===== src/rtl/uart_pkg.sv =====
// Shared UART definitions: FSM state encodings and default link settings.
// Used by the RX path and by the TX block that will share this link.
package uart_pkg;

  // 100 MHz system clock at 9600 baud.
  localparam int unsigned CLKS_PER_BIT_DEF = 10416;
  localparam int unsigned DATA_BITS_DEF    = 8;

  localparam logic [2:0] IDLE      = 3'd0;
  localparam logic [2:0] START     = 3'd1;
  localparam logic [2:0] DATA      = 3'd2;
  localparam logic [2:0] STOP      = 3'd3;
  localparam logic [2:0] WAIT_HIGH = 3'd4;

endpackage


===== src/rtl/uart_rx_sync.sv =====
// Two-flop synchronizer for asynchronous board inputs; resets to all ones so an
// idle-high line does not look active while reset is released.
module uart_rx_sync #(
  parameter int unsigned WIDTH = 1
) (
  input  logic             clk,
  input  logic             reset_p,
  input  logic [WIDTH-1:0] i_d,
  output logic [WIDTH-1:0] o_q
);

  logic [WIDTH-1:0] r_meta;
  logic [WIDTH-1:0] r_sync;

  always_ff @(posedge clk or posedge reset_p) begin
    if (reset_p) begin
      r_meta <= '1;
      r_sync <= '1;
    end else begin
      r_meta <= i_d;
      r_sync <= r_meta;
    end
  end

  assign o_q = r_sync;

endmodule


===== src/rtl/uart_rx_byte.sv =====
// UART byte receiver: mid-bit sampling via a baud counter, LSB-first deserialize,
// valid/ready output with frame-error and overrun pulses.
module uart_rx_byte
  import uart_pkg::*;
#(
  parameter int unsigned CLKS_PER_BIT = CLKS_PER_BIT_DEF,
  parameter int unsigned DATA_BITS    = DATA_BITS_DEF
) (
  input  logic                 clk,
  input  logic                 reset_p,
  input  logic                 rx,
  output logic [DATA_BITS-1:0] o_data,
  output logic                 o_valid,
  input  logic                 i_ready,
  output logic                 frame_err,
  output logic                 overrun,
  output logic                 busy
);

  localparam int unsigned BAUD_W = $clog2(CLKS_PER_BIT);
  localparam int unsigned BIT_W  = $clog2(DATA_BITS + 1);

  localparam logic [BAUD_W-1:0] BAUD_FULL = BAUD_W'(CLKS_PER_BIT - 1);
  localparam logic [BAUD_W-1:0] BAUD_HALF = BAUD_W'(CLKS_PER_BIT / 2 - 1);
  localparam logic [BIT_W-1:0]  BIT_LAST  = BIT_W'(DATA_BITS - 1);

  logic                 w_rx_s;

  logic [2:0]           r_state;
  logic [BAUD_W-1:0]    r_baud_cnt;
  logic [BIT_W-1:0]     r_bit_cnt;
  logic [DATA_BITS-1:0] r_shift;
  logic [DATA_BITS-1:0] r_data;
  logic                 r_valid;
  logic                 r_frame_err;
  logic                 r_overrun;

  logic [2:0]           w_state_next;
  logic [BAUD_W-1:0]    w_baud_next;
  logic [BIT_W-1:0]     w_bit_next;
  logic [DATA_BITS-1:0] w_shift_next;
  logic [DATA_BITS-1:0] w_data_next;
  logic                 w_valid_next;
  logic                 w_byte_done;
  logic                 w_stop_err;
  logic                 w_overrun_next;

  uart_rx_sync #(
    .WIDTH (1)
  ) u_rx_sync (
    .clk     (clk),
    .reset_p (reset_p),
    .i_d     (rx),
    .o_q     (w_rx_s)
  );

  // Frame FSM and baud/bit counters.
  always_comb begin
    w_state_next = r_state;
    w_baud_next  = r_baud_cnt;
    w_bit_next   = r_bit_cnt;
    w_shift_next = r_shift;
    w_byte_done  = 1'b0;
    w_stop_err   = 1'b0;

    case (r_state)
      IDLE: begin
        if (!w_rx_s) begin
          w_state_next = START;
          w_baud_next  = '0;
        end
      end

      START: begin
        if (r_baud_cnt == BAUD_HALF) begin
          if (!w_rx_s) begin
            w_state_next = DATA;
            w_baud_next  = '0;
            w_bit_next   = '0;
          end else begin
            w_state_next = IDLE;
          end
        end else begin
          w_baud_next = r_baud_cnt + 1'b1;
        end
      end

      DATA: begin
        if (r_baud_cnt == BAUD_FULL) begin
          w_shift_next = {w_rx_s, r_shift[DATA_BITS-1:1]};
          w_bit_next   = r_bit_cnt + 1'b1;
          w_baud_next  = '0;
          if (r_bit_cnt == BIT_LAST) begin
            w_state_next = STOP;
          end
        end else begin
          w_baud_next = r_baud_cnt + 1'b1;
        end
      end

      STOP: begin
        // Returning to IDLE mid-stop-bit lets a back-to-back start bit be caught.
        if (r_baud_cnt == BAUD_FULL) begin
          w_baud_next = '0;
          if (w_rx_s) begin
            w_byte_done  = 1'b1;
            w_state_next = IDLE;
          end else begin
            w_stop_err   = 1'b1;
            w_state_next = WAIT_HIGH;
          end
        end else begin
          w_baud_next = r_baud_cnt + 1'b1;
        end
      end

      WAIT_HIGH: begin
        if (w_rx_s) begin
          w_state_next = IDLE;
        end
      end

      default: begin
        w_state_next = IDLE;
      end
    endcase
  end

  // Output port: a completed byte is dropped if the previous one is still held.
  always_comb begin
    w_data_next    = r_data;
    w_valid_next   = r_valid;
    w_overrun_next = 1'b0;

    if (w_byte_done) begin
      if (!r_valid || i_ready) begin
        w_data_next  = r_shift;
        w_valid_next = 1'b1;
      end else begin
        w_overrun_next = 1'b1;
      end
    end else if (r_valid && i_ready) begin
      w_valid_next = 1'b0;
    end
  end

  always_ff @(posedge clk or posedge reset_p) begin
    if (reset_p) begin
      r_state     <= IDLE;
      r_baud_cnt  <= '0;
      r_bit_cnt   <= '0;
      r_shift     <= '0;
      r_data      <= '0;
      r_valid     <= 1'b0;
      r_frame_err <= 1'b0;
      r_overrun   <= 1'b0;
    end else begin
      r_state     <= w_state_next;
      r_baud_cnt  <= w_baud_next;
      r_bit_cnt   <= w_bit_next;
      r_shift     <= w_shift_next;
      r_data      <= w_data_next;
      r_valid     <= w_valid_next;
      r_frame_err <= w_stop_err;
      r_overrun   <= w_overrun_next;
    end
  end

  assign o_data    = r_data;
  assign o_valid   = r_valid;
  assign frame_err = r_frame_err;
  assign overrun   = r_overrun;
  assign busy      = (r_state != IDLE);

endmodule

===== config.mk =====
export PLATFORM = sky130hd
export DESIGN_NAME = uart_rx_byte
export DESIGN_NICKNAME = d
export VERILOG_FILES = /design/src/rtl/uart_pkg.sv /design/src/rtl/uart_rx_sync.sv /design/src/rtl/uart_rx_byte.sv
export SDC_FILE = /design/constraint.sdc
export NUM_CORES = 1
export LEC_CHECK = 0
export ABC_AREA = 0
export BUFFER_PORTS_ARGS = -buffer_cell sky130_fd_sc_hd__buf_2
export CORE_MARGIN = 2
export CORE_UTILIZATION = 50
export DETAILED_ROUTE_END_ITERATION = 8
export GPL_TIMING_DRIVEN = 0
export MAX_ROUTING_LAYER = met4
export PLACE_DENSITY_LB_ADDON = 0.25
export SETUP_SLACK_MARGIN = 0.05
export SYNTH_ARGS = -nofsm -noshare
export SYNTH_HDL_FRONTEND = slang
export SYNTH_SLANG_ARGS = --single-unit

===== constraint.sdc =====
create_clock -name clk -period 3.5 [get_ports clk]
set_input_delay 1.05 -clock clk [delete_from_list [all_inputs] [get_ports clk]]
set_output_delay 1.05 -clock clk [all_outputs]
set_load 0.03 [all_outputs]

# [Yosys cells after proc, flatten, opt, wreduce, memory -nomap -nowiden]
# Index checks and enable logic that the tools add are counted.
[word_totals] memories=0 regBits=42 out_inout_bits=12 mem_bits_rw=0 input_bits=4 word_cells=69 mem_bits_ro=0 latch_bits=0
[op_classes] mux=28 n_reduce_logical=14 multipliers=0 bitwise_logic=0 add_sub_neg=2 n_div=0 n_shift=0 n_eq_ne=15 order_cmp=0
[op_table] operator="$mux W14" n=3
[op_table] operator="$pmux W14 S3" n=1
[op_table] operator="$mux W3" n=7
[op_table] operator="$pmux W3 S5" n=1
[op_table] operator="$add A14 B1 Y14 const B" n=1
[op_table] operator="$eq A14 B13 Y1 const B" n=1
[op_table] operator="$eq A14 B14 Y1 const B" n=1
[op_table] operator="$mux W4" n=3
[op_table] operator="$ne A2 B2 Y1 const B" n=6
[op_table] operator="$mux W1" n=11
[op_table] operator="$pmux W4 S2" n=1
[op_table] operator="$eq A3 B2 Y1 const B" n=2
[op_table] operator="$reduce_and A2 Y1" n=3
[op_table] operator="$reduce_and A6 Y1" n=1
[op_table] operator="$reduce_bool A3 Y1" n=2
[op_table] operator="$add A4 B1 Y4 const B" n=1
[op_table] operator="$eq A4 B3 Y1 const B" n=1
[op_table] operator="$ne A2 B1 Y1 const B" n=2
[op_table] operator="$reduce_and A4 Y1" n=1
[op_table] operator="$reduce_bool A2 Y1" n=2
[op_table] operator="$eq A3 B1 Y1 const B" n=1
[op_table] operator="$eq A3 B3 Y1 const B" n=1
[op_table] operator="$logic_not A3 Y1" n=1
[op_table] operator="$mux W2" n=1
[op_table] operator="other kinds (4)" n=4

# [Longest topological paths before layout]
[depth] ltp_word=5 ltp_mapped=7 mapped_depth_nobuf=6

# [Modules after synthesis]
# Synthesis repeated with hierarchy kept, for this count alone.
[unflattened] cells_unflattened=184 area_unflattened_um2=2050.7
[modules_own_cells] mod="uart_rx_byte" n_inst=1 area_each_um2=1994.4 cells_per_inst=181 seq_area_each_um2=1001.0
[modules_own_cells] mod="uart_rx_sync" n_inst=1 area_each_um2=56.3 cells_per_inst=3 seq_area_each_um2=52.6

# [Worst setup path before layout]
# No wires, ideal clock.
[synth_timing] path_type="flip-flop to output port" startpoint="register r_state[2]" endpoint="output busy" t_arrival_ns=1.104 stages_incl_launch_ff=3 required_time_ns=2.450 slack_ns=1.346 path_buffers=1 cell_sequence="dfrtp_1 clkbuf_1 or3_1"
[synth_via] elab_chain_len=1
[synth_rtl] element="start: declaration" line_no="uart_rx_byte.sv:29" rtl="logic [2:0] r_state;"
[synth_rtl] element="start signal: assignment" line_no="uart_rx_byte.sv:158" rtl="r_state <= w_state_next;"
[synth_rtl] element="$reduce_bool A3 Y1" line_no="uart_rx_byte.sv:173" rtl="assign busy = (r_state != IDLE);"
[synth_rtl] element="end: declaration" line_no="uart_rx_byte.sv:17" rtl="output logic busy"
# Every way passes these cells.

# [Final worst setup path]
# Ends and elaborated chain as after synthesis.

==> results.md <==
* Final #Nets at 212
* Worst-path cell chain: clkbuf_1 > or3_1 > buf_2
* Startpoint types: flop
* Final Util at 0.573
* CP Capture Type: output port
* CTS tree: built
* Fmax at around 380 MHz
* Tmin final at 2.66 ns
* Mapped Nets at 190
* CP max stage delay at 0.47 ns
* Share of cells above drive strength 1 at 0.266
* Metal2 WL at 1940 um
* Final worst-path cycle share at 0.761
* Clk_skew at 0.00850 ns
* Drt wl/cell at 15.1 um
* Mapped cell area at 2040 um^2
* Critical path type: flop to output port
* Hold_buf cts at 0
* Worst path bufs/invs at 2
* # IOs at 16
* Ys Warns at 0
* Max IR drop VDD at 269 uV
* GRT Total Usage at 0.195
* Starting Density at 0.514
* Antenna violations before repair at 0
* Post-CTS Resized at 0
* RSZ-0062 raised after global routing: false
* Endpoints failing setup at 0
* GRT overflow at 0
* Outcome: finished, final reports clean
* FF+latch count, synth at 42
* Syn avg cell area at 11.1 um^2
* Total wire length at 3890 um
* Chip height at 67.9 um
* Crit-path leading delay family: flip-flops
* Gate Count Post-Synth at 184
* First-pass GRT wire length at 6570 um
* Initial DRC count at 94
* # H-tree levels at 2
* Post-CTS setup buffers at 0
* Tightest Hold Check Type: flop to flop
* Metal-1 WL at 1770 um
* Worst-Skew Late Latency at between 0.2 and 0.3 ns
* Clock transition at the registers of the reported paths at 0.08 ns
* Crit path max-delay cell type: dfrtp_1
* Power per standard cell area at 361 nW/um^2
* Worst Max-Slew Pin Slew at 0.836 ns
* Die width at 67.9 um
* CP Max Fanout at 10
* Synthesis-to-layout area growth at 11.4%
* DRT Pass-1 Iters at 4
* Hold Vio Cnt, Final at 0
* Site Rows at 23
* Slew HR at 0.442
* Clk sink count at 42
* Pin count of the biggest net entering global routing at 43
* Core area at 3970 um^2
* Routed wl met3 at between 100 and 150 um
* Leakage at 1.08 nW
* CTS Buffer Depth at 2
* Distinct cells, synth at 49
* Top layer in use: met4
* Final Max Tran Viols at 0
* Req. time, crit path at 2.45 ns
* Post-synth EDFFs at 0
* Vias at about 1,500
* Num CTS Buffers at 5
* Post-route DRC violation count at 0
* Post-synthesis sequential area ratio at 0.516
* Port Buffer Count at 15
* Post-DP HPWL at 2790 um
* Die area at 4610 um^2
* Detail Route Antenna Nets at 0
* Worst path arrival time at 1.61 ns
* Asr flop ratio synth at 1.00
* Antenna Cells at 0
* Drt via density at 5.87
* CTS root buffer: clkbuf_8
* Final GP Congestion at 0.872
* Final setup TNS at 0 ns
* Synth Flop Type: dfrtp_1
* Max-cap violations at 0
* Vias in the first global route at between 1,000 and 1,500
## where the power goes
part	switching [W]	total [W]	internal (W)	leakage (nW)
clock network	0.000163	0.000321	0.000158	0.0472
logic	0.0000112	0.0000140	0.00000273	0.466
registers	0.000000276	0.000487	0.000487	0.565
total	0.000174	0.000822	0.000648	1.08
## cell type report
type / instances / area [um^2]
Fill cell: 341 / 1700
Sequential cell: 42 / 1050
Multi-Input combinational cell: 130 / 935
Clock buffer: 6 / 82.6
Timing Repair Buffer: 15 / 75.1
Tap cell: 50 / 62.6
Buffer: 8 / 38.8
Inverter: 4 / 15.0
Clock inverter: 2 / 12.5
## per-layer routing
metal	track usage	vias to the layer above
met2	0.308	30
met4	0.0750	0
met5	-	-
met1	0.244	763
met3	0.0493	2
li1	-	714
## through the flow
step / area (um^2) / hold WS (ns) / power [W] / worst slack [ns] / cells
final: 2270 / 0.359 / 0.000822 / 0.837 / 257
after global routing: 2270 / 0.363 / 0.000850 / 0.671 / 257
after CTS: 2270 / 0.360 / 0.000834 / 0.824 / 257
after detailed placement: 2180 / 0.349 / 0.000512 / 0.930 / 249
after global placement: 2180 / 0.346 / 0.000511 / 0.992 / 249
after floorplan: 2040 / 0.345 / 0.000507 / 1.35 / 184
## synth_stat cells, types with 2 or more instances
| master | number | area, um^2 |
|---|---|---|
| dfrtp_1 | 40 | 1000 |
| mux2_2 | 16 | 180 |
| nand3_1 | 7 | 35.0 |
| nand4bb_1 | 2 | 22.5 |
| xnor2_1 | 5 | 43.8 |
| nand2b_1 | 4 | 25.0 |
| or3_1 | 2 | 12.5 |
| nor2_1 | 9 | 33.8 |
| buf_4 | 2 | 15.0 |
| or4_1 | 2 | 15.0 |
| a22o_1 | 4 | 35.0 |
| inv_1 | 4 | 15.0 |
| and3_1 | 5 | 31.3 |
| nor3b_1 | 2 | 15.0 |
| nor2b_1 | 3 | 18.8 |
| nand2_1 | 14 | 52.6 |
| clkbuf_1 | 4 | 15.0 |
| a21oi_1 | 5 | 25.0 |
| o21bai_1 | 3 | 22.5 |
| a21o_1 | 4 | 30.0 |
| nand4_1 | 2 | 12.5 |
| ha_1 | 2 | 25.0 |
| dfstp_2 | 2 | 52.6 |
| nor4_1 | 5 | 31.3 |
| o21ai_0 | 11 | 55.1 |
| or2_2 | 2 | 12.5 |
## cell usage in the layout (no fill, tap or decap), types with 4 or more instances in the layout
| cell | n |
|---|---|
| dfrtp_1 | 40 |
| mux2_2 | 16 |
| buf_2 | 16 |
| nand2_1 | 14 |
| o21ai_0 | 11 |
| nor2_1 | 9 |
| nand3_1 | 7 |
| clkbuf_8 | 6 |
| nor4_1 | 5 |
| and3_1 | 5 |
| a21oi_1 | 5 |
| xnor2_1 | 5 |
| clkbuf_1 | 4 |
| nand2b_1 | 4 |
| a22o_1 | 4 |
| a21o_1 | 4 |
## cells by family after synthesis
family / Yosys count / share of synthesized area
buffers and inverters: 12 / 0.0263
adders and majority gates: 2 / 0.0123
DFF: 42 / 0.516
muxes: 18 / 0.0987
AOI/OAI and AO/OA: 37 / 0.132
and+or+nand+nor: 67 / 0.189
xor gates and xnor gates: 6 / 0.0257
## worst paths after layout
check,startpoint,end,slack [ns],depth (start not counted)
max,r_state[2],busy,0.84,3
min,u_rx_sync.r_meta,u_rx_sync.o_q,0.36,0
max reg2reg,r_baud_cnt[0],o_data[5],0.90,7
min reg2reg,u_rx_sync.r_meta,u_rx_sync.o_q,0.36,0
max in group asynchronous,reset_p,r_baud_cnt[3],2.06,2
min in group asynchronous,reset_p,r_baud_cnt[4],0.92,2
## sequential cells by signal (all words and copies together), names as in the netlist
signal / cells
u_rx_sync.r_meta: 1
r_baud_cnt: 14
o_valid: 1
u_rx_sync.o_q: 1
frame_err: 1
o_data: 8
r_shift: 8
r_state: 3
overrun: 1
r_bit_cnt: 4
(Power assumes the default switching activity.)
